[src/rtl/approx_mul8_seq.sv]
// Sequenced 8x8 approximate multiplier: one approx_3 4x4 core is reused across four nibble steps.
// Build option: define APPROX_MUL8_SEQ_EXACT_LL_EN to compute the aL*bL step exactly.

module approx_3 (
  input  logic [3:0] x,
  input  logic [3:0] y,
  output logic [7:0] z
);
  // Columns 0..5 OR their partial-product bits; column 6 is split on x2y2 to recover some carry weight.
  assign z[0] = x[0] & y[0];
  assign z[1] = (x[0] & y[1]) | (x[1] & y[0]);
  assign z[2] = (x[0] & y[2]) | (x[1] & y[1]) | (x[2] & y[0]);
  assign z[3] = (x[0] & y[3]) | (x[1] & y[2]) | (x[2] & y[1]) | (x[3] & y[0]);
  assign z[4] = (x[1] & y[3]) | (x[2] & y[2]) | (x[3] & y[1]);
  assign z[5] = (x[2] & y[3]) | (x[3] & y[2]);
  assign z[6] = x[3] & y[3] & ~(x[2] & y[2]);
  assign z[7] = x[3] & y[3] & x[2] & y[2];
endmodule

module approx_mul8_seq #(
  parameter int unsigned ZERO_SKIP = 0
) (
  input  logic        clk,
  input  logic        rst,
  input  logic        in_valid,
  output logic        in_ready,
  input  logic [7:0]  a,
  input  logic [7:0]  b,
  output logic        out_valid,
  input  logic        out_ready,
  output logic [15:0] p,
  output logic        busy
);
  typedef enum logic [1:0] {IDLE, STEP, DONE} state_t;

  state_t      state, state_nxt;
  logic [7:0]  a_q, b_q;
  logic [15:0] acc;
  logic [1:0]  idx;
  logic [2:0]  nxt;       // {no step left, next step index}
  logic [3:0]  core_x, core_y;
  logic [7:0]  core_z, prod;
  logic [15:0] addend;

  // A step is skippable only when skipping is enabled and its nibble pair holds a zero.
  function automatic logic [3:0] skip_mask(input logic [7:0] av, input logic [7:0] bv);
    logic [3:0] m;
    m[0] = (av[3:0] == 4'h0) || (bv[3:0] == 4'h0);
    m[1] = (av[3:0] == 4'h0) || (bv[7:4] == 4'h0);
    m[2] = (av[7:4] == 4'h0) || (bv[3:0] == 4'h0);
    m[3] = (av[7:4] == 4'h0) || (bv[7:4] == 4'h0);
    return (ZERO_SKIP != 0) ? m : 4'b0000;
  endfunction

  function automatic logic [2:0] find_step(input logic [3:0] mask, input logic [2:0] start);
    logic [2:0] r;
    r = 3'b100;
    for (int i = 3; i >= 0; i--)
      if (i >= int'(start) && !mask[i]) r = {1'b0, 2'(i)};
    return r;
  endfunction

  // In IDLE the live operands decide the first step, so an all-skip pair goes straight to DONE.
  always_comb begin
    if (state == IDLE) nxt = find_step(skip_mask(a, b), 3'd0);
    else               nxt = find_step(skip_mask(a_q, b_q), {1'b0, idx} + 3'd1);
  end

  assign core_x = idx[1] ? a_q[7:4] : a_q[3:0];
  assign core_y = idx[0] ? b_q[7:4] : b_q[3:0];

  approx_3 u_core (.x(core_x), .y(core_y), .z(core_z));

`ifdef APPROX_MUL8_SEQ_EXACT_LL_EN
  assign prod = (idx == 2'd0) ? ({4'h0, core_x} * {4'h0, core_y}) : core_z;
`else
  assign prod = core_z;
`endif

  // NOTE: every variable assigned in always_comb gets a default first, so no latch is inferred.
  always_comb begin
    addend = 16'h0000;
    case (idx)
      2'd0:    addend = {8'h00, prod};
      2'd1,
      2'd2:    addend = {4'h0, prod, 4'h0};
      default: addend = {prod, 8'h00};
    endcase
  end

  // NOTE: sequential state uses non-blocking assignments so all registers update from pre-edge values.
  always_ff @(posedge clk or posedge rst) begin
    if (rst) state <= IDLE;
    else     state <= state_nxt;
  end

  always_comb begin
    state_nxt = state;
    case (state)
      IDLE:    if (in_valid) state_nxt = nxt[2] ? DONE : STEP;
      STEP:    if (nxt[2]) state_nxt = DONE;
      DONE:    if (out_ready) state_nxt = IDLE;
      default: state_nxt = IDLE;
    endcase
  end

  always_comb begin
    in_ready  = (state == IDLE);
    out_valid = (state == DONE);
    busy      = (state != IDLE);
  end

  always_ff @(posedge clk or posedge rst) begin
    if (rst) begin
      a_q <= 8'h00;
      b_q <= 8'h00;
      acc <= 16'h0000;
      idx <= 2'd0;
    end else begin
      case (state)
        IDLE: if (in_valid) begin
          a_q <= a;
          b_q <= b;
          acc <= 16'h0000;
          idx <= nxt[1:0];
        end
        STEP: begin
          acc <= acc + addend;   // worst case 0xD7C1, never wraps
          if (!nxt[2]) idx <= nxt[1:0];
        end
        DONE: if (out_ready) idx <= 2'd0;
        default: ;
      endcase
    end
  end

  assign p = acc;
endmodule

[config.mk]
export PLATFORM = sky130hd
export DESIGN_NAME = approx_mul8_seq
export DESIGN_NICKNAME = d
export VERILOG_FILES = /design/src/rtl/approx_mul8_seq.sv
export SDC_FILE = /design/constraint.sdc
export NUM_CORES = 1
export LEC_CHECK = 0
export ABC_AREA = 1
export BUFFER_PORTS_ARGS = -buffer_cell sky130_fd_sc_hd__buf_2
export CAP_MARGIN = 10
export CORE_MARGIN = 5
export CORE_UTILIZATION = 40
export DETAILED_ROUTE_END_ITERATION = 10
export GPL_ROUTABILITY_DRIVEN = 0
export PLACE_DENSITY = 0.66
export SLEW_MARGIN = 25
export SYNTH_ARGS = -nofsm -noshare
export SYNTH_HDL_FRONTEND = slang
export SYNTH_HIERARCHICAL = 1
export SYNTH_SLANG_ARGS = --single-unit
[constraint.sdc]
create_clock -name clk -period 3.1 [get_ports clk]
set_clock_uncertainty 0.15 [all_clocks]
set_input_delay 0 -clock clk [delete_from_list [all_inputs] [get_ports clk]]
set_output_delay 0 -clock clk [all_outputs]
set_load 0.01 [all_outputs]
==> summary.md <==
| Metric | Value |
|---|---|
| Worst Tran Pin Value | `467 ps` |
| Delay-heaviest family, CP | `adder cells` |
| Clock Latency Late Sink | `300 ps` |
| Synthesized area | `2690 sq um` |
| Die X | `92.0 um` |
| Leakage Power | `roughly 1.9 nW` |
| Number of global-route vias before repair | `2525` |
| R2r setup slk | `270 ps` |
| Post-Synth Adder-Cell Area | `8.64%` |
| Htree depth | `2` |
| Clock root cell | `clkbuf_8` |
| Rows | `30` |
| Critical Path Sink | `p[12]$_DFFE_PP0P_` |
| Max Freq | `354 MHz` |
| Worst r2r path cells | `15` |
| CP arrival | `2870 ps` |
| CP max-delay cell | `dfrtp_1` |
| Switch share | `between 50% and 60%` |
| Min cycle time layout | `2830 ps` |
| Number of synthesized flops with an enable pin | `0` |
| Cell breakdown of the critical path | `ha_1 -> inv_2 -> nand2_1 -> nor2_1 -> ha_1 -> inv_1 -> fa_1 -> inv_1 -> nand3_1 -> nand3_1 -> nand3_1 -> nand3_1 -> nand2_1 -> nand3_1 -> nand2_1` |
| Ys flop type | `dfrtp_1` |
| Via count | `2620` |
| Synth Area in Simple Gates | `35.3%` |
| Share of cells above drive strength 1 | `12.4%` |
| Clock Path Buffers | `2` |
| DRC violations left | `0` |
| Sink Count | `36` |
| Critical path startpoint | `idx[0]$_DFFE_PP0P_` |
| NetSw | `0.00167 W` |
| Largest family of logic cells by synthesized area | `simple AND/OR/NAND/NOR gates` |
| Crit start category | `register` |
| Core Area | `~6700 sq um` |
| Critical path required time | `3140 ps` |
| Post-synthesis sequential area ratio | `about a third` |
| Reg2reg start | `idx[0]$_DFFE_PP0P_` |
| Sequential share of power | `26.0%` |
| Routed wire length | `6.34 mm` |
| Die height | `slightly above 90 um` |
| Reg-to-reg endpoint | `p[12]$_DFFE_PP0P_` |
| CP peak stage delay | `around 480 ps` |
| PortBufs | `38` |
| Synth Area in Compound Gates | `9.76%` |
| CTS tree | `yes` |
| Fill cell count | `680` |
| Buf+Inv Stages, Crit Path | `3` |
| Register area | `around 900 sq um` |
| Vias per cell | `~4.7` |
| Cell mode on critical path | `nand3_1` |
| Clock-pin transition on the worst setup and hold timing paths | `about 80 ps` |
| Pre-antenna DRT Iters | `4` |
| Outcome | `completed` |
| Final period utilization | `91.2%` |
| Largest net degree at the start of global routing | `37` |
| Layout overhead on the synthesized area | `20.3%` |
| Initial Util | `40.3%` |
| Avg Inst Size Synth | `6.50 sq um` |
| Asr flop ratio synth | `100%` |
| Most common cell after layout, fill and taps aside | `nand2_1` |
| Routed WL per cell | `11.4 um` |
| Clock network power share | `10.8%` |
| XOR/XNOR Fraction of Synth Area | `less than 1%` |
| Crit-path max FO | `10` |
| Seq cells post-synth | `36` |
| Setup TNS | `0 ps` |
| Footprint of the multi-input gates | `between 1000 and 1500 sq um` |
| Total power | `0.00325 W` |
| Mux share of post-synthesis cell area | `0%` |
| Initial antenna violation count | `0` |
| Die area | `8470 sq um` |
| Setup Viol. Count Final | `0` |
| RSZ-0062 raised after global routing | `no` |
| Hpwl dp | `4.84 mm` |
| Synth unique cells | `29` |
| Overflow after GRT | `0` |
| Synth warnings | `6` |
| Max_slew headroom | `68.6%` |
| GR Util All Layers | `15.9%` |
| Final Hold Vio Count | `0` |
| CP Depth | `15` |
| Crit path kind | `register to register` |
| Comb pwr share | `63.2%` |
| Min-Delay Path Class | `input pin to asynchronous set/reset pin` |
| Power Internal | `about 0.0016 W` |
| Commonest cells after routing, fill and taps aside | `nand2_1, inv_1, buf_2, dfrtp_1, o21ai_0` |
| Final Max Slew Viols | `0` |
| VDD IR-drop max | `roughly 430 uV` |
| Antenna cells | `0` |
| Mapped Nets | `452` |
| CTS Buf Count | `5` |
| Ports | `39` |
| Maximum capacitance violations | `0` |
| P per Cell Area | `around 1000 nW/um^2` |
| Crit. End Element | `register` |
| Number of nets in the layout | `512` |
| Routed Antenna Nets | `0` |
| Synth Instances | `414` |
| Post-CTS setup buffers | `0` |
| DRT iter0 DRCs | `90` |
| First-pass GRT wire length | `11.0 mm` |
==> what timing repair did <==
action                                 4_1_cts  5_1_grt
hold buffers                                19        0
gates resized for setup                      0        3
endpoints found under the hold margin       55        0
setup endpoints to repair                    0        8
==> flip-flops by register name, indices dropped and copies added, names as in the netlist <==
name,count
a_q,8
b_q,8
idx,2
p,16
state,2
==> per-layer routing <==
layer	share of wire (%)	global-route usage [%]	vias to the layer above
met1	47	19.3	1179
met3	3.5	2.71	4
met2	49	29.1	42
met4	0.66	3.84	0
met5	0	0	-
li1	-	-	1395
==> how the worst min path moves through the flow <==
stage	start	endpoint	slack (ps)	cells after the start
2_1_floorplan	b[4]	b_q[4]$_DFFE_PP0P_	-30	2
6_report	rst	p[15]$_DFFE_PP0P_	190	4
3_5_place_dp	rst	p[11]$_DFFE_PP0P_	-20	3
5_1_grt	rst	p[5]$_DFFE_PP0P_	270	4
3_3_place_gp	rst	p[15]$_DFFE_PP0P_	-10	3
4_1_cts	rst	p[15]$_DFFE_PP0P_	210	4
==> final cells by class <==
class / count / share of cell area, %
multi-input cells: 298 / 45.5
clock buffers: 5 / 2.12
repair buffers: 59 / 12.2
flip-flops and latches: 36 / 27.8
inverters: 74 / 8.57
clock inverters: 3 / 0.734
well taps: 80 / 3.09
==> through the flow <==
step	util (%)	cell area, sq um	instances	setup WS [ps]	hold slack (ps)
after floorplan	-	2690	414	579	-33.4
after detailed placement	44.3	2960	528	217	-17.6
final	48.5	3240	555	273	190
after global placement	44.3	2960	528	274	-14.9
after CTS	48.5	3240	555	195	210
after global routing	48.5	3240	555	6.12	271
==> power by group through the flow <==
stage	logic, W	clock network, W	registers [W]
after detailed placement	0.00204	0	0.000856
after global placement	0.00202	0	0.000851
after global routing	0.00237	0.000386	0.000878
after CTS	0.00207	0.000364	0.000848
after floorplan	0.00156	0	0.000845
final	0.00205	0.000350	0.000845
==> logic make-up after synthesis <==
logic type / Yosys count
buffers and inverters: 80
DFF: 36
xor gates and xnor gates: 3
adders and majority gates: 18
and+or+nand+nor: 229
AOI/OAI and AO/OA: 48
==> worst register-to-register path, cell delays in order (launching register included) <==
cell and delay [ps]:
dfrtp_1 480, ha_1 340, inv_2 150, nand2_1 170, nor2_1 140, ha_1 170
inv_1 50, fa_1 410, inv_1 90, nand3_1 60, nand3_1 150, nand3_1 120
nand3_1 90, nand2_1 50, nand3_1 60, nand2_1 50
==> synth_stat cells (all sizes together) (2+ instances only) <==
cell | count | share of area, %
xor2 | 2 | 0.65
or2 | 2 | 0.46
o22ai | 8 | 1.9
ha | 17 | 7.9
nand2 | 178 | 25
buf | 4 | 1.3
nor2 | 20 | 4.1
dfrtp | 36 | 33
nand3b | 3 | 0.84
nand3 | 21 | 3.9
nor3 | 3 | 0.56
o21ai | 26 | 4.8
clkbuf | 2 | 0.28
inv | 74 | 10
a21oi | 11 | 2.0
(Power assumes the default switching activity.)
